[src/rtl/pipeline_ctrl_if.sv]
// Handshake bundle between the core pipeline stages and the hazard/stall controller.
// The master modport is the pipeline side; the slave modport is pipeline_ctrl.
interface pipeline_ctrl_if #(
  parameter int LOG_REG_CNT = 5,
  parameter int REG_CNT     = 32
);
  logic                   rdy;
  logic                   id_valid;
  logic [LOG_REG_CNT-1:0] id_rs1;
  logic [LOG_REG_CNT-1:0] id_rs2;
  logic                   id_rs1_used;
  logic                   id_rs2_used;
  logic [LOG_REG_CNT-1:0] id_rd;
  logic                   id_rd_write;
  logic                   ex_redirect;
  logic                   mem_req;
  logic                   mem_done;
  logic                   wb_write_reg;
  logic [LOG_REG_CNT-1:0] wb_reg_id;
  logic                   issue;
  logic                   stall_if;
  logic                   stall_id;
  logic                   stall_ex_mem;
  logic                   flush_if;
  logic                   flush_id;
  logic [REG_CNT-1:0]     busy_vec;

  modport master (
    output rdy, id_valid, id_rs1, id_rs2, id_rs1_used, id_rs2_used, id_rd, id_rd_write,
           ex_redirect, mem_req, mem_done, wb_write_reg, wb_reg_id,
    input  issue, stall_if, stall_id, stall_ex_mem, flush_if, flush_id, busy_vec
  );

  modport slave (
    input  rdy, id_valid, id_rs1, id_rs2, id_rs1_used, id_rs2_used, id_rd, id_rd_write,
           ex_redirect, mem_req, mem_done, wb_write_reg, wb_reg_id,
    output issue, stall_if, stall_id, stall_ex_mem, flush_if, flush_id, busy_vec
  );
endinterface

[src/rtl/pipeline_ctrl.sv]
// Hazard/stall controller for the 5-stage core: per-register pending-write
// scoreboard plus the RUN / MEM_WAIT / REFILL sequencing FSM.
//
//   state    | meaning
//   RUN      | normal issue, hazards checked against the scoreboard
//   MEM_WAIT | data access outstanding, whole pipe held except WB
//   REFILL   | fetch refilling after a redirect, ID squashed
module pipeline_ctrl #(
  parameter int LOG_REG_CNT = 5,
  parameter int REG_CNT     = 32,
  parameter int PEND_W      = 2,
  parameter int REFILL_CYC  = 2
) (
  input logic           clk,
  input logic           rst,
  pipeline_ctrl_if.slave bus
);
  localparam int CNT_W       = (REFILL_CYC > 2) ? $clog2(REFILL_CYC) : 1;
  localparam int REFILL_LOAD = (REFILL_CYC > 1) ? REFILL_CYC - 1 : 0;
  localparam logic [PEND_W-1:0] PEND_MAX = '1;
  localparam logic [PEND_W-1:0] PEND_ONE = PEND_W'(1);

  typedef enum logic [1:0] {RUN, MEM_WAIT, REFILL} state_t;

  state_t           state, state_nxt;
  logic [CNT_W-1:0] refill_cnt, refill_cnt_nxt;
  logic [PEND_W-1:0] pend [REG_CNT];
  logic             haz_rs1, haz_rs2, raw;
  logic             issue, stall_fe, stall_ex_mem, flush_if, flush_id;
  logic             inc_en, dec_en;
  logic [REG_CNT-1:0] busy;

  // A single pending write that WB retires this cycle is bypassed by the write-first regfile.
  always_comb begin
    haz_rs1 = bus.id_rs1_used && (bus.id_rs1 != '0) && (pend[bus.id_rs1] != '0) &&
              !((pend[bus.id_rs1] == PEND_ONE) && bus.wb_write_reg && (bus.wb_reg_id == bus.id_rs1));
    haz_rs2 = bus.id_rs2_used && (bus.id_rs2 != '0) && (pend[bus.id_rs2] != '0) &&
              !((pend[bus.id_rs2] == PEND_ONE) && bus.wb_write_reg && (bus.wb_reg_id == bus.id_rs2));
  end

  always_comb begin
    state_nxt      = state;
    refill_cnt_nxt = refill_cnt;
    raw            = 1'b0;
    issue          = 1'b0;
    stall_fe       = 1'b0;
    stall_ex_mem   = 1'b0;
    flush_if       = 1'b0;
    flush_id       = 1'b0;
    if (rst) begin
      flush_if = 1'b1;
      flush_id = 1'b1;
    end else begin
      unique case (state)
        RUN: begin
          raw      = bus.id_valid && !haz_rs1 && !haz_rs2 && !bus.ex_redirect;
          issue    = raw && !bus.mem_req && bus.rdy;
          stall_fe = bus.id_valid && !issue && !bus.ex_redirect;
          flush_if = bus.ex_redirect;
          flush_id = bus.ex_redirect;
          // The MEM access belongs to an older instruction, so it wins the transition.
          if (bus.mem_req) begin
            stall_ex_mem = 1'b1;
            state_nxt    = MEM_WAIT;
          end else if (bus.ex_redirect && (REFILL_CYC > 1)) begin
            state_nxt      = REFILL;
            refill_cnt_nxt = CNT_W'(REFILL_LOAD);
          end
        end
        MEM_WAIT: begin
          stall_fe     = 1'b1;
          stall_ex_mem = !bus.mem_done;
          if (bus.mem_done) state_nxt = RUN;
        end
        REFILL: begin
          flush_id = 1'b1;
          flush_if = bus.ex_redirect;
          if (bus.ex_redirect) begin
            refill_cnt_nxt = CNT_W'(REFILL_LOAD);
          end else if (refill_cnt <= CNT_W'(1)) begin
            state_nxt      = RUN;
            refill_cnt_nxt = '0;
          end else begin
            refill_cnt_nxt = refill_cnt - CNT_W'(1);
          end
        end
        default: state_nxt = RUN;
      endcase
    end
  end

  always_ff @(posedge clk) begin
    if (rst) begin
      state      <= RUN;
      refill_cnt <= '0;
    end else if (bus.rdy) begin
      state      <= state_nxt;
      refill_cnt <= refill_cnt_nxt;
    end
  end

  assign inc_en = issue && bus.id_rd_write && (bus.id_rd != '0);
  assign dec_en = bus.rdy && bus.wb_write_reg && (bus.wb_reg_id != '0);

  assign pend[0] = '0;

  for (genvar i = 1; i < REG_CNT; i++) begin : g_pend
    logic              inc_i, dec_i;
    logic [PEND_W-1:0] cnt_q;

    assign inc_i   = inc_en && (bus.id_rd == LOG_REG_CNT'(i));
    assign dec_i   = dec_en && (bus.wb_reg_id == LOG_REG_CNT'(i));
    assign pend[i] = cnt_q;

    // Over/underflow is a pipeline protocol error: hold the count rather than wrap.
    always_ff @(posedge clk) begin
      if (rst) begin
        cnt_q <= '0;
      end else if (bus.rdy) begin
        if (inc_i && !dec_i && (cnt_q != PEND_MAX)) cnt_q <= cnt_q + PEND_ONE;
        else if (dec_i && !inc_i && (cnt_q != '0)) cnt_q <= cnt_q - PEND_ONE;
      end
    end

    a_no_overflow: assert property (@(posedge clk) disable iff (rst)
      !(inc_i && !dec_i && (cnt_q == PEND_MAX)));
    a_no_underflow: assert property (@(posedge clk) disable iff (rst)
      !(dec_i && !inc_i && (cnt_q == '0)));
  end

  always_comb begin
    busy = '0;
    for (int i = 0; i < REG_CNT; i++) busy[i] = (pend[i] != '0);
  end

  assign bus.issue        = issue;
  assign bus.stall_if     = stall_fe;
  assign bus.stall_id     = stall_fe;
  assign bus.stall_ex_mem = stall_ex_mem;
  assign bus.flush_if     = flush_if;
  assign bus.flush_id     = flush_id;
  assign bus.busy_vec     = rst ? '0 : busy;
endmodule
[src/flat_wrapper.sv]
// flat-port wrapper written by rule: the top's interface ports become plain ports
module pipeline_ctrl_flat 
#(
  parameter int LOG_REG_CNT = 5,
  parameter int REG_CNT     = 32,
  parameter int PEND_W      = 2,
  parameter int REFILL_CYC  = 2
)
  (clk, rst, bus_rdy, bus_id_valid, bus_id_rs1, bus_id_rs2, bus_id_rs1_used, bus_id_rs2_used, bus_id_rd, bus_id_rd_write, bus_ex_redirect, bus_mem_req, bus_mem_done, bus_wb_write_reg, bus_wb_reg_id, bus_issue, bus_stall_if, bus_stall_id, bus_stall_ex_mem, bus_flush_if, bus_flush_id, bus_busy_vec);
  pipeline_ctrl_if #(.LOG_REG_CNT(LOG_REG_CNT), .REG_CNT(REG_CNT)) bus_i ();
  input logic clk;
  input logic rst;
  input wire logic [$bits(bus_i.rdy)-1:0] bus_rdy;
  input wire logic [$bits(bus_i.id_valid)-1:0] bus_id_valid;
  input wire logic [$bits(bus_i.id_rs1)-1:0] bus_id_rs1;
  input wire logic [$bits(bus_i.id_rs2)-1:0] bus_id_rs2;
  input wire logic [$bits(bus_i.id_rs1_used)-1:0] bus_id_rs1_used;
  input wire logic [$bits(bus_i.id_rs2_used)-1:0] bus_id_rs2_used;
  input wire logic [$bits(bus_i.id_rd)-1:0] bus_id_rd;
  input wire logic [$bits(bus_i.id_rd_write)-1:0] bus_id_rd_write;
  input wire logic [$bits(bus_i.ex_redirect)-1:0] bus_ex_redirect;
  input wire logic [$bits(bus_i.mem_req)-1:0] bus_mem_req;
  input wire logic [$bits(bus_i.mem_done)-1:0] bus_mem_done;
  input wire logic [$bits(bus_i.wb_write_reg)-1:0] bus_wb_write_reg;
  input wire logic [$bits(bus_i.wb_reg_id)-1:0] bus_wb_reg_id;
  output wire logic [$bits(bus_i.issue)-1:0] bus_issue;
  output wire logic [$bits(bus_i.stall_if)-1:0] bus_stall_if;
  output wire logic [$bits(bus_i.stall_id)-1:0] bus_stall_id;
  output wire logic [$bits(bus_i.stall_ex_mem)-1:0] bus_stall_ex_mem;
  output wire logic [$bits(bus_i.flush_if)-1:0] bus_flush_if;
  output wire logic [$bits(bus_i.flush_id)-1:0] bus_flush_id;
  output wire logic [$bits(bus_i.busy_vec)-1:0] bus_busy_vec;
  assign bus_i.rdy = bus_rdy;
  assign bus_i.id_valid = bus_id_valid;
  assign bus_i.id_rs1 = bus_id_rs1;
  assign bus_i.id_rs2 = bus_id_rs2;
  assign bus_i.id_rs1_used = bus_id_rs1_used;
  assign bus_i.id_rs2_used = bus_id_rs2_used;
  assign bus_i.id_rd = bus_id_rd;
  assign bus_i.id_rd_write = bus_id_rd_write;
  assign bus_i.ex_redirect = bus_ex_redirect;
  assign bus_i.mem_req = bus_mem_req;
  assign bus_i.mem_done = bus_mem_done;
  assign bus_i.wb_write_reg = bus_wb_write_reg;
  assign bus_i.wb_reg_id = bus_wb_reg_id;
  assign bus_issue = bus_i.issue;
  assign bus_stall_if = bus_i.stall_if;
  assign bus_stall_id = bus_i.stall_id;
  assign bus_stall_ex_mem = bus_i.stall_ex_mem;
  assign bus_flush_if = bus_i.flush_if;
  assign bus_flush_id = bus_i.flush_id;
  assign bus_busy_vec = bus_i.busy_vec;
  pipeline_ctrl #(.LOG_REG_CNT(LOG_REG_CNT), .REG_CNT(REG_CNT), .PEND_W(PEND_W), .REFILL_CYC(REFILL_CYC)) u_core (.clk(clk), .rst(rst), .bus(bus_i));
endmodule
[config.mk]
export PLATFORM = sky130hd
export DESIGN_NAME = pipeline_ctrl_flat
export DESIGN_NICKNAME = d
export VERILOG_FILES = /design/src/rtl/pipeline_ctrl_if.sv /design/src/rtl/pipeline_ctrl.sv /design/src/flat_wrapper.sv
export SDC_FILE = /design/constraint.sdc
export NUM_CORES = 1
export LEC_CHECK = 0
export ABC_AREA = 0
export BUFFER_PORTS_ARGS = -buffer_cell sky130_fd_sc_hd__buf_2
export CAP_MARGIN = 20
export CORE_MARGIN = 4
export CORE_UTILIZATION = 44
export CTS_BUF_LIST = sky130_fd_sc_hd__clkbuf_8
export CTS_CLUSTER_DIAMETER = 80
export DETAILED_ROUTE_END_ITERATION = 16
export PLACE_DENSITY = 0.65
export SLEW_MARGIN = 20
export SYNTH_ARGS = -nofsm -noshare
export SYNTH_HDL_FRONTEND = slang
export SYNTH_SLANG_ARGS = --single-unit
[constraint.sdc]
create_clock -name clk -period 2.7 [get_ports clk]
set_input_delay 0.135 -clock clk [delete_from_list [all_inputs] [get_ports clk]]
set_output_delay 0.135 -clock clk [all_outputs]
set_load 0.1 [all_outputs]
# == After elaboration in Yosys (flattened, before gate mapping) ==
# Index checks and enable logic that the tools add are counted.
# word_totals
output_inout_bits,38
regBits,65
inputBits,31
# op_classes
n_bitwise,2
order_cmp,3
n_mux,91
n_addsub,63
n_reduce_logical,381
eq_ne,105
# op_table
cell,count
$logic_and A1 B1 Y1,207
$eq A5 B5 Y1 const B,32
$mux W2,71
$reduce_bool A2 Y1,65
$eq A5 B4 Y1 const B,16
$logic_not A1 Y1,70
$ne A2 B2 Y1 const B,35
$add A2 B1 Y2 const B,31
$reduce_and A2 Y1,31
$sub A2 B1 Y2 const B,31
$eq A5 B3 Y1 const B,8
$mux W32,1
$bmux W2 S5,2
$eq A5 B2 Y1 const B,4
$reduce_bool A5 Y1,4
$ge A6 B6 Y1 const B,2
$mux W1,12
$not A5 Y6,2
$eq A5 B1 Y1 const B,2
$eq A5 B5 Y1,2
$pmux W1 S2,4
$eq A2 B1 Y1 const B,3
$pmux W2 S3,1
$reduce_and A5 Y1,1
other kinds (8),8

# == Logic depth before layout (Yosys ltp) ==
# Gate-level depths: netlist of the first run.
# logic_depth
depth_word,25
ltp_mapped,12
depth_no_buf,8

# == Worst setup path before layout of the first run ==
# No wires, ideal clock.
# synth_timing
kind,reg-to-output
from,reg u_core.g_pend[10].cnt_q[0]
to,out bus_issue
path_stages_with_launch,9
setup_slack_ps,-1418
t_arrival_ps,3983
cell_sequence,dfxtp_1 buf_1 mux4_2 or3b_1 a32oi_2 or3_1 buf_6 nand2_1 nor3_1
# synth_between
elab_chain_len,16
word_cells_on_any_way,29
# synth_rtl
element,line,text
start: declaration,pipeline_ctrl.sv:109,logic [PEND_W-1:0] cnt_q;
start signal: assignment,pipeline_ctrl.sv:120,if (inc_i && !dec_i && (cnt_q != PEND_MAX)) cnt_q <= cnt_q + PEND_ONE;
start signal: assignment,pipeline_ctrl.sv:121,else if (dec_i && !inc_i && (cnt_q != '0)) cnt_q <= cnt_q - PEND_ONE;
$bmux W2 S5,"pipeline_ctrl.sv:35, pipeline_ctrl.sv:36",
$mux W2 (implied by the code) (2 in a row),"pipeline_ctrl.sv:35, pipeline_ctrl.sv:36",
$eq A2 B1 Y1,pipeline_ctrl.sv:36,!((pend[bus.id_rs1] == PEND_ONE) && bus.wb_write_reg && (bus.wb_reg_id == bus.id_rs1));
$logic_and A1 B1 Y1 (2 in a row),pipeline_ctrl.sv:36,
$logic_not A1 Y1,pipeline_ctrl.sv:36,
$logic_and A1 B1 Y1,pipeline_ctrl.sv:35,haz_rs1 = bus.id_rs1_used && (bus.id_rs1 != '0) && (pend[bus.id_rs1] != '0) &&
$logic_not A1 Y1,pipeline_ctrl.sv:56,raw = bus.id_valid && !haz_rs1 && !haz_rs2 && !bus.ex_redirect;
$logic_and A1 B1 Y1,pipeline_ctrl.sv:56,
$logic_and A1 B1 Y1 (*) (2 in a row),pipeline_ctrl.sv:56,
$logic_and A1 B1 Y1 (*) (2 in a row),pipeline_ctrl.sv:57,issue = raw && !bus.mem_req && bus.rdy;
$mux W1 (*),pipeline_ctrl.sv:54,unique case (state)
$mux W1 (*),pipeline_ctrl.sv:50,if (rst) begin
end: declaration,flat_wrapper.sv:26,output wire logic [$bits(bus_i.issue)-1:0] bus_issue;
# Mark *: on every way between the ends. The rest lies on a longest branch, timed or not. The select of a mux whose other input is x is not followed.

# == Worst setup path after layout of the first run ==
# layout_timing
from,reg u_core.g_pend[11].cnt_q[0]
to,reg u_core.g_pend[1].cnt_q[0]
# layout_between
elab_chain_len,24
word_cells_on_any_way,40
# layout_rtl
element,line,text
start: declaration,pipeline_ctrl.sv:109,
start signal: assignment,pipeline_ctrl.sv:120,
start signal: assignment,pipeline_ctrl.sv:121,
$bmux W2 S5,"pipeline_ctrl.sv:35, pipeline_ctrl.sv:36",
$mux W2 (implied by the code) (2 in a row),"pipeline_ctrl.sv:35, pipeline_ctrl.sv:36",
$eq A2 B1 Y1,pipeline_ctrl.sv:36,
$logic_and A1 B1 Y1 (2 in a row),pipeline_ctrl.sv:36,
$logic_not A1 Y1,pipeline_ctrl.sv:36,
$logic_and A1 B1 Y1,pipeline_ctrl.sv:35,
$logic_not A1 Y1,pipeline_ctrl.sv:56,
$logic_and A1 B1 Y1,pipeline_ctrl.sv:56,
[... 4 more ...],--,
$mux W1 (*),pipeline_ctrl.sv:54,
$mux W1 (*),pipeline_ctrl.sv:50,
$logic_and A1 B1 Y1 (*) (2 in a row),pipeline_ctrl.sv:102,assign inc_en = issue && bus.id_rd_write && (bus.id_rd != '0);
$logic_and A1 B1 Y1 (*),pipeline_ctrl.sv:111,assign inc_i = inc_en && (bus.id_rd == LOG_REG_CNT'(i));
$logic_not A1 Y1,pipeline_ctrl.sv:121,
$logic_and A1 B1 Y1 (2 in a row),pipeline_ctrl.sv:121,
$reduce_bool A2 Y1 (no source line),--,
$reduce_and A2 Y1 (no source line),--,
end signal: assignment,pipeline_ctrl.sv:120,
end signal: assignment,pipeline_ctrl.sv:121,
end: declaration,pipeline_ctrl.sv:109,
# Marked as above.
# A chain may end at the register's enable or synchronous reset.

==> results of run 1 <==
-- worst paths after layout --
path / from / cells after the start / slack (ps) / to
worst max register to register: u_core.g_pend[11].cnt_q[0]$_SDFFE_PP0P_ / 10 / -160 / u_core.g_pend[1].cnt_q[0]$_SDFFE_PP0P_
worst min register to register: u_core.g_pend[10].cnt_q[1]$_SDFFE_PP0P_ / 2 / 510 / u_core.g_pend[10].cnt_q[1]$_SDFFE_PP0P_
worst min-delay path: bus_ex_redirect / 3 / 100 / u_core.state[1]$_SDFFE_PP0P_
worst max-delay path: u_core.g_pend[11].cnt_q[0]$_SDFFE_PP0P_ / 10 / -160 / u_core.g_pend[1].cnt_q[0]$_SDFFE_PP0P_
-- cells by family (layout without fill, tap and decap cells) --
| group | count (synthesis) | after routing | share of synthesized area, % |
|---|---|---|---|
| DFF | 64 | 64 | 20.0 |
| and+or+nand+nor | 443 | 443 | 35.6 |
| other | 1 | 1 | 0.0584 |
| xor gates and xnor gates | 10 | 10 | 1.36 |
| buffers and inverters | 83 | 270 | 6.35 |
| muxes | 71 | 71 | 16.2 |
| AOI/OAI and AO/OA | 190 | 190 | 20.5 |
-- critical path: cells and delay by family (launching register included) --
| kind | cells | cell delay (ps) |
|---|---|---|
| AND/OR/NAND/NOR | 3 | 980 |
| AO/OA/AOI/OAI | 3 | 540 |
| buffers and inverters | 3 | 460 |
| multiplexers | 1 | 450 |
| flip-flops | 1 | 350 |
-- layout make-up --
type | instances | share of cell area [%]
clock buffers | 10 | 1.54
repair buffers | 239 | 22.5
well taps | 180 | 2.52
flip-flops and latches | 64 | 14.8
clock inverters | 6 | 0.322
multi-input cells | 715 | 57.7
inverters | 15 | 0.630
-- through the flow --
step	TNS [ps]	setup WS [ps]	util, %	instance area (um2)	total power [uW]
finish	-1940	-163	63.4	8930	2440
floorplan	-159	-86.3	-	6520	1320
global placement	-2040	-155	55.5	7820	1510
global route	-4490	-202	63.4	8930	2510
CTS	-365	-57.6	59.2	8340	2330
detailed placement	-2810	-165	55.5	7820	1510
-- state kept, by name (all words and copies together), names as in the netlist --
register / flops
u_core.g_pend.cnt_q: 62
u_core.state: 2
-- layout by cell type (no fill, tap or decap), drive strengths merged, types with 16 or more instances in the layout --
master / n
o21ai: 40
a31oi: 17
o31ai: 16
buf: 233
dfxtp: 64
nor2: 119
mux4: 24
nand2b: 20
nor4: 18
nor3: 47
a21oi: 50
nand2: 101
inv: 17
nor2b: 17
clkbuf: 16
mux2i: 38
nand3: 32
-- power by group through the flow --
stage	clock network [uW]	registers (uW)	logic (uW)
2_1_floorplan	0	969	351
3_3_place_gp	0	972	535
3_5_place_dp	0	973	539
4_1_cts	777	951	605
5_1_grt	825	950	736
6_report	780	949	706
-- routing by layer --
metal	track usage, %	vias to the layer above	routed length, um
met3	5.23	88	2820
met5	0	-	0
met4	10.1	0	964
li1	-	3571	-
met2	42.7	482	10800
met1	42.1	3566	10400
-- timing repair --
item                                   4_1_cts  5_1_grt
pin swaps                                   19       47
gates cloned                                 2        5
setup endpoints to repair                   36       42
gates resized for setup                     54       63
setup buffers                               10       34
endpoints found under the hold margin        0        0
==> results.md, run 1 <==
Floorplanning:
- The region available for standard cell placement spans 14100 um2.
- The initial core utilization is 45.5%.
- The die boundary width is 129 um.
- The die boundary height is 129 um.
- The total I/O pin count is 69.
- The initialized floorplan defines 43 standard-cell rows.
- The overall die area is 16600 um2.

Timing:
- Setup repair after global routing could not meet its margin everywhere.
- The number of pins exceeding their max-slew limit in the final report is 0.
- Setup violations remaining at the end of the flow were counted as 29.
- The final setup skew is 11.0 ps.
- Static timing analysis puts the maximum clock frequency at 0.349 GHz.
- After layout, the worst path uses 106% of the clock period.
- The worst hold margin is 104 ps.
- The number of hold-slack violations in the final timing report was 0.
- The final worst-path setup slack is -163 ps.
- Measured against its own limit, the worst slew margin works out to 53.9%.
- For the pin with the worst max-slew slack, the measured transition is 686 ps.
- The final critical path time including I/O delays and setup is 2860 ps.

Final layout:
- In the final layout, the multi-input gates occupy 5160 um2.
- 0 antenna diodes ended up in the layout.
- The number of nets in the layout is 1075.
- Excluding fillers, the count of instances in the completed layout stands at 1229.
- From synthesis to final layout, the design area changed by 39.2%.
- Of the cells placed in the final design, the portion with a size suffix greater than 1 is 35.8%.
- The filler cells instantiated in the layout total 1213.
- In the final layout, flip-flops and latches occupy 1320 um2.

Global route:
- The number of antenna violations at the first check in global routing is 0.
- The largest net degree at the start of global routing is 62.
- The via count of the first global-routing pass is 6827.
- The global-route usage over all layers is 28.9%.
- The first global-routing pass estimated 37500 um of wire.
- The total overflow left after global routing is 0.

Logic synthesis:
- Of the post-synthesis cell area, the dominant cell type holds 20.0%.
- The largest area contributor in the synthesized netlist is sky130_fd_sc_hd__dfxtp_1.
- The combined area of all synthesized cells is 6420 um2.
- Counting instances in the post-synthesis netlist gives the leading cell types as sky130_fd_sc_hd__nor2_1 (119), sky130_fd_sc_hd__nand2_1 (101), sky130_fd_sc_hd__dfxtp_1 (64).
- Synthesis produced a netlist with a net count of 893.
- The proportion of register bits with asynchronous set or reset after synthesis is 0%.
- The number of synthesized register bits is 64.
- The predominant post-synthesis flop cell is sky130_fd_sc_hd__dfxtp_1.
- By area the synthesized netlist is led by sky130_fd_sc_hd__dfxtp_1 (20%), sky130_fd_sc_hd__nor2_1 (7.0%), sky130_fd_sc_hd__mux4_2 (6.7%).
- The number of standard cells after synthesis is 862.
- The unique cell type count in the Yosys netlist is 79.
- The Yosys step of the flow raised 0 warnings.
- Sequential cells were found to cover 20.0% of the synthesized design area.
- sky130_fd_sc_hd__nor2_1 is the most common cell in the netlist.
- The synthesized design contains 0 enable-type register cells.
- The synthesized area divided by synthesized cell count is 7.45 um2.

Routing:
- The post-detailed-routing wire length is 25000 um.
- The violation count after the first detailed-routing iteration is 1075.
- The per-cell via count in the routed design is 6.27.
- The routed layout has 7707 vias.
- The count of unresolved DRC violations after routing is 0.
- The routed wirelength normalized by instance count is 20.3 um.
- The pre-antenna-repair detailed-routing pass consisted of 6 iterations.
- The number of nets with antenna violations after detailed routing is 0.

Outcome:
- The run finished, with violations left.
- The checks that failed: setup timing.

Power and ir drop:
- Of the total power, registers draw 39.0%.
- The clock network fraction of total power is 32.0%.
- The highest ir drop seen on vdd is 0.245 mV.
- The internal power of the cells is 1570 uW.
- Net switching is 35.5% of the power.
- For this design the ratio of total power to cell area is 273 nW/um2.
- The analysis attributes to net switching a power of 864 uW.
- The share of total power in combinational logic is 29.0%.
- The total leakage power is 0.00343 uW.

Clock network:
- The tree built by TritonCTS fans out to 64 sinks.
- The number of buffers added by the clock tree synthesis step is 9.
- After clock tree synthesis, the clock-pin slew on the worst setup and hold paths is 80 ps.
- The maximum number of buffers from clock root to sink is 2.
- TritonCTS built the clock tree.
- The clock root buffer master is sky130_fd_sc_hd__clkbuf_8.
- The insertion delay to the later sink of the worst-skew pair is 380 ps.
- The number of H-tree branching levels is 3.
- The hold buffer count at CTS is 0.

Setup path:
- Among all stages on the critical path, the largest delay is contributed by sky130_fd_sc_hd__or4_4.
- The biggest fanout along the worst timing path is 8.
- The startpoint type of the worst setup path is a flip-flop.
- The kind of capture point of the worst setup path is a flip-flop.
- By startpoint and endpoint, the worst setup path is classified as reg2reg.
- The data required time at the worst endpoint is 3010 ps.
- Traced cell by cell, the critical path runs through mux4_2, or3b_1, a32oi_2, buf_4, nor3_4, buf_6, clkbuf_16, or4_4, a21o_1, a21oi_2.
- STA puts the critical path data arrival time at 3170 ps.
- The worst stage delay on the critical path is 530 ps.

Placed design:
- Routability-driven placement finished with a final weighted congestion of 0.976.
- After detailed placement, the design holds a cell count of 1168.
- The count of input and output buffers is 67.
- Once detailed placement completed, the half-perimeter wirelength came to 17800 um.

Min path:
- The min-delay analysis places its worst path in the category in2reg.

Job:
- The count of maximum capacitance violations is 0.
(Power assumes the default switching activity.)
==> run 2: changes to the inputs <==
--- a/config.mk
+++ b/config.mk
@@ -9,11 +9,11 @@
 export BUFFER_PORTS_ARGS = -buffer_cell sky130_fd_sc_hd__buf_2
 export CAP_MARGIN = 20
 export CORE_MARGIN = 4
-export CORE_UTILIZATION = 44
+export CORE_UTILIZATION = 50
 export CTS_BUF_LIST = sky130_fd_sc_hd__clkbuf_8
 export CTS_CLUSTER_DIAMETER = 80
 export DETAILED_ROUTE_END_ITERATION = 16
-export PLACE_DENSITY = 0.65
+export PLACE_DENSITY = 0.72
 export SLEW_MARGIN = 20
 export SYNTH_ARGS = -nofsm -noshare
 export SYNTH_HDL_FRONTEND = slang
==> results.md, run 2 (synthesis gave the netlist of run 1 again) <==
Outcome:
- The flow ran to the end, but the final reports show violations.
- The checks that failed: setup timing.

Job:
- The tool flagged a number of max-cap violations equal to 0.

Placed design:
- The final weighted congestion in routability-driven placement is 0.991.
- The estimated wirelength of the detail-placed design is 17000 um.
- During placement, the flow inserted port buffers numbering 67.
- The worst setup timing slack at the placement stage is -385 ps.

Floorplanning:
- The die covers 14700 um2.
- The floorplan has 41 rows.
- 69 I/O pins were placed.
- The standard cell core area is 12600 um2.
- The die is 121 um wide.
- The die boundary height is 121 um.
- The initial core utilization is 50.9%.

Power and ir drop:
- The total leakage power is 0.00349 uW.
- Overall power consumption after layout is estimated at 2620 uW.
- The power density over the cells is 285 nW/um2.
- The worst-case IR drop observed on VDD is 0.216 mV.

Routing:
- The total via count in the routed design is 8165.
- In the final routed layout, each cell accounts on average for 21.3 um.
- For this block, the initial DRC count from the detailed router was 1387.
- For this run, design rule violations remaining after detail routing come to 0.
- The first detailed-routing pass took 6 iterations.
- The count of nets left with antenna violations once routing finished came out at 0.
- The per-cell via count in the routed design is 6.61.
- The post-detailed-routing wire length is 26300 um.

Clock network:
- The hold buffer count at CTS is 0.
- Clock-pin slew was measured on the worst setup and hold paths at 80 ps.
- For the worst-skew pair, the clock arrives at the later sink with an insertion delay of 390 ps.
- The H-tree was split into 3 levels.
- Clock tree synthesis inserted a total of 9 buffers.
- The clock tree from TritonCTS is built.
- The maximum number of buffers from clock root to sink is 2.
- Clock tree synthesis found a total of 64 sinks.
- The clock root buffer master is sky130_fd_sc_hd__clkbuf_8.

Min path:
- In this run the worst hold path is classified as in2reg.
- Along the worst hold path, the cell count comes to 3.
- The critical hold path startpoint is bus_ex_redirect.
- The path with the worst hold slack has its endpoint at u_core.state[1]$_SDFFE_PP0P_.

Setup path:
- The startpoint type of the worst setup path is a flip-flop.
- Of all nets on the critical path, the largest fanout is 4.
- The kind of capture point of the worst setup path is an output port.
- The critical path is of the reg2out type.
- The worst register-to-register path has a depth of 11.
- For the worst setup path, the data arrival time is 2760 ps.
- For the worst setup path, the data required time is 2570 ps.
- The worst-case register-to-register setup slack is -190 ps.
- In this run the worst setup path begins at u_core.g_pend[23].cnt_q[1]$_SDFFE_PP0P_.
- The terminus of the critical flop-to-flop path is u_core.g_pend[1].cnt_q[0]$_SDFFE_PP0P_.
- The worst reg2reg path startpoint is u_core.g_pend[1].cnt_q[0]$_SDFFE_PP0P_.

Timing:
- On the final layout, the worst clock skew is 21.4 ps.
- For the finished layout, the period the worst path requires is 2890 ps.
- Setup repair after global routing could not meet its margin everywhere.
- Static timing analysis puts the maximum clock frequency at 0.346 GHz.
- The final clock period utilization by the worst path is 107%.
- The transition at the pin with the smallest max-transition slack is 718 ps.
- The number of hold-slack violations in the final timing report is 0.
- Setup violations remaining at the end of the flow were counted as 35.
- Across all setup checks in the final design, the least slack found is -190 ps.
- Adding up every negative setup slack in the final design gives -2410 ps.
- The worst slew margin relative to its limit is 52.0%.
- The number of pins exceeding their max-slew limit in the final report was 0.

Global route:
- The via count of the first global-routing pass was 6870.
- The largest net degree at the start of global routing is 121.
- The global-route wire length before repair is 36800 um.
- The number of antenna violations at the first check in global routing is 0.
- The global-route usage over all layers is 32.0%.
- The total overflow left after global routing is 0.

Final layout:
- The register with the most flip-flops in the layout has 62 of them.
- Cells with a size suffix above 1 make up 38.5% of the layout.
- The end-of-flow core utilization is 72.8%.
- The area growth from synthesis to layout is 43.2%.
- Counting flops per register, the top entry is u_core.g_pend.cnt_q.
- Leaving out fill and tap cells, the most frequent cells in the layout are sky130_fd_sc_hd__buf_4 (132), sky130_fd_sc_hd__nor2_1 (117), sky130_fd_sc_hd__nand2_1 (98).
- The library cell used most frequently in the layout, excluding fill and tap cells, is sky130_fd_sc_hd__buf_4.
- The filler cell count is 897.
- The count of inserted antenna diode cells is 0.
- The number of nets in the layout is 1089.
- The largest registers in the layout are u_core.g_pend.cnt_q (62), u_core.state (2).
run 2: cell count changes in the layout (fill, tap and decap cells not counted), sizes merged:
cell,change
buf,+16
bufinv,+1
clkinv,-1
clkinvlp,-1
inv,-2
nor3,+1
run 2: area by class of cell:
class                   instances  area, um2  area share, %
clock inverters                 3       38.8          0.422
inverters                      15       56.3          0.613
flip-flops and latches         64       1320           14.3
multi-input cells             716       5290           57.5
well taps                     172        215           2.34
repair buffers                252       2100           22.8
clock buffers                  13        179           1.95
run 2: worst max path at each step:
stage	slack [ps]	cells after the start	to
6_report	-190	11	bus_issue
5_1_grt	-260	11	bus_issue
4_1_cts	-170	11	bus_issue
3_5_place_dp	-390	11	u_core.g_pend[6].cnt_q[0]$_SDFFE_PP0P_
3_3_place_gp	-260	11	u_core.g_pend[6].cnt_q[0]$_SDFFE_PP0P_
2_1_floorplan	-90	8	bus_issue
run 2: timing repair:
action,CTS,global route
setup endpoints to repair,47,57
cloned,1,4
setup buffers,15,38
pin swaps,22,55
gates resized for setup,57,128
run 2: metrics by stage:
step	hold slack [ps]	instance area, um2	std cells
floorplan	232	6520	862
global placement	477	7780	1165
detailed placement	484	7780	1165
CTS	76.2	8340	1197
global route	119	9190	1235
finish	84.0	9190	1235
run 2: critical path, cell delays in order, from the launching register on:
cell,delay (ps)
sky130_fd_sc_hd__dfxtp_1,370
sky130_fd_sc_hd__mux4_2,490
sky130_fd_sc_hd__nand2b_1,150
sky130_fd_sc_hd__a21oi_1,160
sky130_fd_sc_hd__o22ai_1,120
sky130_fd_sc_hd__buf_4,180
sky130_fd_sc_hd__a2bb2oi_4,210
sky130_fd_sc_hd__buf_6,150
sky130_fd_sc_hd__nand2_8,60
sky130_fd_sc_hd__buf_12,130
sky130_fd_sc_hd__nor3_4,150
sky130_fd_sc_hd__buf_12,200
run 2: routing by layer:
metal	GRT usage, %	part of all wire (%)	vias to the layer above	wire (um)
met5	0	0	-	0
met4	12.5	6.0	0	1580
met3	8.76	13	163	3320
met2	47.0	43	629	11300
met1	44.4	38	3777	10000
li1	-	-	3596	-
run 2: report_power, final:
part | switching (uW) | leakage [uW] | internal (uW)
clock | 435 | 0.000117 | 523
sequential | 5.61 | 0.000530 | 944
combinational | 436 | 0.00284 | 276
total | 877 | 0.00349 | 1740
==> run 3: changes to the inputs <==
--- a/config.mk
+++ b/config.mk
@@ -6,7 +6,7 @@
 export NUM_CORES = 1
 export LEC_CHECK = 0
 export ABC_AREA = 0
-export BUFFER_PORTS_ARGS = -buffer_cell sky130_fd_sc_hd__buf_2
+export BUFFER_PORTS_ARGS = -buffer_cell sky130_fd_sc_hd__clkbuf_2
 export CAP_MARGIN = 20
 export CORE_MARGIN = 4
 export CORE_UTILIZATION = 50
@@ -14,6 +14,7 @@
 export CTS_CLUSTER_DIAMETER = 80
 export DETAILED_ROUTE_END_ITERATION = 16
 export PLACE_DENSITY = 0.72
+export SKIP_LAST_GASP = 1
 export SLEW_MARGIN = 20
 export SYNTH_ARGS = -nofsm -noshare
 export SYNTH_HDL_FRONTEND = slang
==> results.md, run 3 (synthesis gave the netlist of run 1 again) <==
Final layout:
- For this run, the post-layout net count is 1058.
- In the final layout, the share of cells above drive strength 1 is 34.5%.
- The end-of-flow core utilization is 69.5%.
- In the layout the commonest cells are sky130_fd_sc_hd__buf_4 (125), sky130_fd_sc_hd__nor2_1 (118), sky130_fd_sc_hd__nand2_1 (100).
- The register with the most flip-flops in the final layout is u_core.g_pend.cnt_q.
- The flip-flop count of the largest register, all copies and words added is 62.
- In the final layout, the registers with the most flip-flops are u_core.g_pend.cnt_q (62), u_core.state (2).
- Leaving out fill and tap cells, the most frequent cell in the layout is sky130_fd_sc_hd__buf_4.
- The count of inserted antenna diode cells is 0.
- The area growth from synthesis to layout is 36.6%.

Clock network:
- The number of buffers added by the clock tree synthesis step is 9.
- The clock root buffer master is sky130_fd_sc_hd__clkbuf_8.
- The clock-pin slew on the worst setup and hold paths is 80 ps.
- The number of H-tree branching levels is 3.
- The maximum number of buffers from clock root to sink is 2.
- The insertion delay to the later sink of the worst-skew pair is 380 ps.
- TritonCTS built the clock tree.
- Counting every sink on the clock net gives 64.

Setup path:
- In this run the critical register-to-register path is launched from u_core.g_pend[12].cnt_q[1]$_SDFFE_PP0P_.
- The signal arrival time at the worst endpoint is 2700 ps.
- The data required time at the worst endpoint is 2570 ps.
- The setup path with the least slack is of type reg2out.
- The worst-case register-to-register setup slack is -130 ps.
- The biggest fanout along the worst timing path is 4.
- The worst setup path is launched from a flip-flop.
- The kind of capture point of the worst setup path is an output port.
- The length in cells of the worst reg-to-reg path is 10.
- The endpoint identified for the worst register-to-register timing path is u_core.g_pend[6].cnt_q[0]$_SDFFE_PP0P_.

Outcome:
- The checks that failed: setup timing.
- The run finished, with violations left.

Timing:
- The number of pins exceeding their max-slew limit in the final report is 0.
- The worst hold margin is 76.6 ps.
- Setup violations remaining at the end of the flow were counted as 23.
- The final worst-path setup slack is -130 ps.
- The final setup skew is 8.10 ps.
- The final critical path time including I/O delays and setup is 2830 ps.
- Setup repair after global routing could not meet its margin everywhere.
- In this run the tightest slew margin relative to its limit is 51.9%.
- The number of hold-slack violations in the final timing report is 0.
- The achievable clock frequency is 0.353 GHz.
- Dividing the final minimum period by the clock period gives 105%.
- At the pin with the least slew margin, the transition time is 721 ps.

Floorplanning:
- The standard cell core area is 12600 um2.
- Measured along the y axis, the die boundary spans 121 um.
- The die is 121 um wide.
- The number of placement rows is 41.
- For this configuration, the core starts out at a cell density of 50.9%.
- The die covers 14700 um2.
- The total I/O pin count is 69.

Placed design:
- The worst setup timing slack at the placement stage is -200 ps.
- The count of input and output buffers is 67.
- Summed over all nets, the half-perimeter wirelength after detailed placement is 17000 um.
- Routability-driven placement finished with a final weighted congestion of 1.02.

Power and ir drop:
- The total leakage power is 0.00331 uW.
- The highest ir drop seen on vdd is 0.201 mV.
- The total power consumption of the routed design is 2440 uW.
- In this run the power density over the cells is 278 nW/um2.

Global route:
- For this run the aggregate overflow at the end of global routing stands at 0.
- The via count of the first global-routing pass is 6680.
- The global-route usage over all layers is 30.7%.
- The first global-routing pass estimated 35300 um of wire.
- The number of antenna violations at the first check in global routing is 0.
- The largest net degree at the start of global routing is 68.

Min path:
- Along the worst hold path, the cell count comes to 3.
- The path with the worst hold slack has its endpoint at u_core.state[1]$_SDFFE_PP0P_.
- The worst hold path belongs to the class in2reg.
- The startpoint identified for the worst hold timing path is bus_ex_redirect.

Routing:
- The routed layout has 7842 vias.
- The count of unresolved DRC violations after routing is 0.
- The routed design has 24700 um of wire.
- The number of nets with antenna violations after detailed routing is 0.
- The total iterations of the first detailed-routing run is 5.
- Dividing the detail-routed via count by the number of cells gives 6.51.
- The first routing iteration left 1323 violations.
- The routed wirelength normalized by instance count is 20.5 um.

Job:
- Across the run, the number of max-cap violations was 0.
==> run 3: worst max-delay path by stage <==
| stage | end | depth (start not counted) | from | slack, ps |
|---|---|---|---|---|
| detailed placement | u_core.g_pend[14].cnt_q[0]$_SDFFE_PP0P_ | 10 | bus_id_rs2[0] | -200 |
| global route | bus_stall_if | 10 | u_core.g_pend[21].cnt_q[0]$_SDFFE_PP0P_ | -180 |
| finish | bus_stall_if | 10 | u_core.g_pend[12].cnt_q[1]$_SDFFE_PP0P_ | -130 |
| CTS | bus_stall_if | 9 | u_core.g_pend[11].cnt_q[0]$_SDFFE_PP0P_ | -40 |
| global placement | u_core.g_pend[6].cnt_q[0]$_SDFFE_PP0P_ | 11 | bus_id_rs2[0] | -140 |
| floorplan | bus_issue | 8 | u_core.g_pend[10].cnt_q[0]$_SDFFE_PP0P_ | -90 |
==> run 3: layout make-up <==
cell class | count | area [um2]
fill | 999 | 3850
timing repair buffer | 221 | 1810
inverter | 15 | 56.3
sequential | 64 | 1320
tap | 172 | 215
multi-input combinational | 716 | 5190
clock buffer | 10 | 138
clock inverter | 6 | 36.3
==> run 3: layer usage <==
| layer | GRT usage [%] | part of all wire (%) |
|---|---|---|
| met1 | 43.4 | 40 |
| met2 | 45.1 | 43 |
| met3 | 6.15 | 12 |
| met4 | 13.9 | 4.7 |
| met5 | 0 | 0 |
==> run 3: what timing repair did <==
item,in CTS,in global routing
endpoints found under the setup margin,12,54
resized for setup,25,91
hold endpoints to repair,0,0
pin swaps,7,49
hold buffers,0,0
buffers inserted,6,21
cloned,0,7
==> run 3: critical path, cell delays in order, from the launching register on <==
cell and delay, ps:
sky130_fd_sc_hd__dfxtp_2 390, sky130_fd_sc_hd__mux2i_1 100, sky130_fd_sc_hd__mux4_2 500, sky130_fd_sc_hd__nand3_2 100, sky130_fd_sc_hd__a32oi_2 70, sky130_fd_sc_hd__or3_4 460, sky130_fd_sc_hd__buf_6 150, sky130_fd_sc_hd__nand2_8 90
sky130_fd_sc_hd__a31oi_4 90, sky130_fd_sc_hd__nor2_4 180, sky130_fd_sc_hd__buf_12 190
==> run 3: per-stage QoR <==
step | cell area [um2] | setup TNS [ps] | cells
after floorplan | 6520 | -159 | 862
after global placement | 7730 | -2700 | 1154
after detailed placement | 7730 | -4860 | 1154
after CTS | 8040 | -243 | 1176
after global routing | 8770 | -3510 | 1204
final | 8770 | -1220 | 1204
==> run 3: report_power, final <==
part / total [uW] / internal [uW] / switching (uW) / leakage (uW)
Clock: 815 / 351 / 463 / 0.0000855
Sequential: 950 / 944 / 5.77 / 0.000530
Combinational: 673 / 256 / 417 / 0.00269
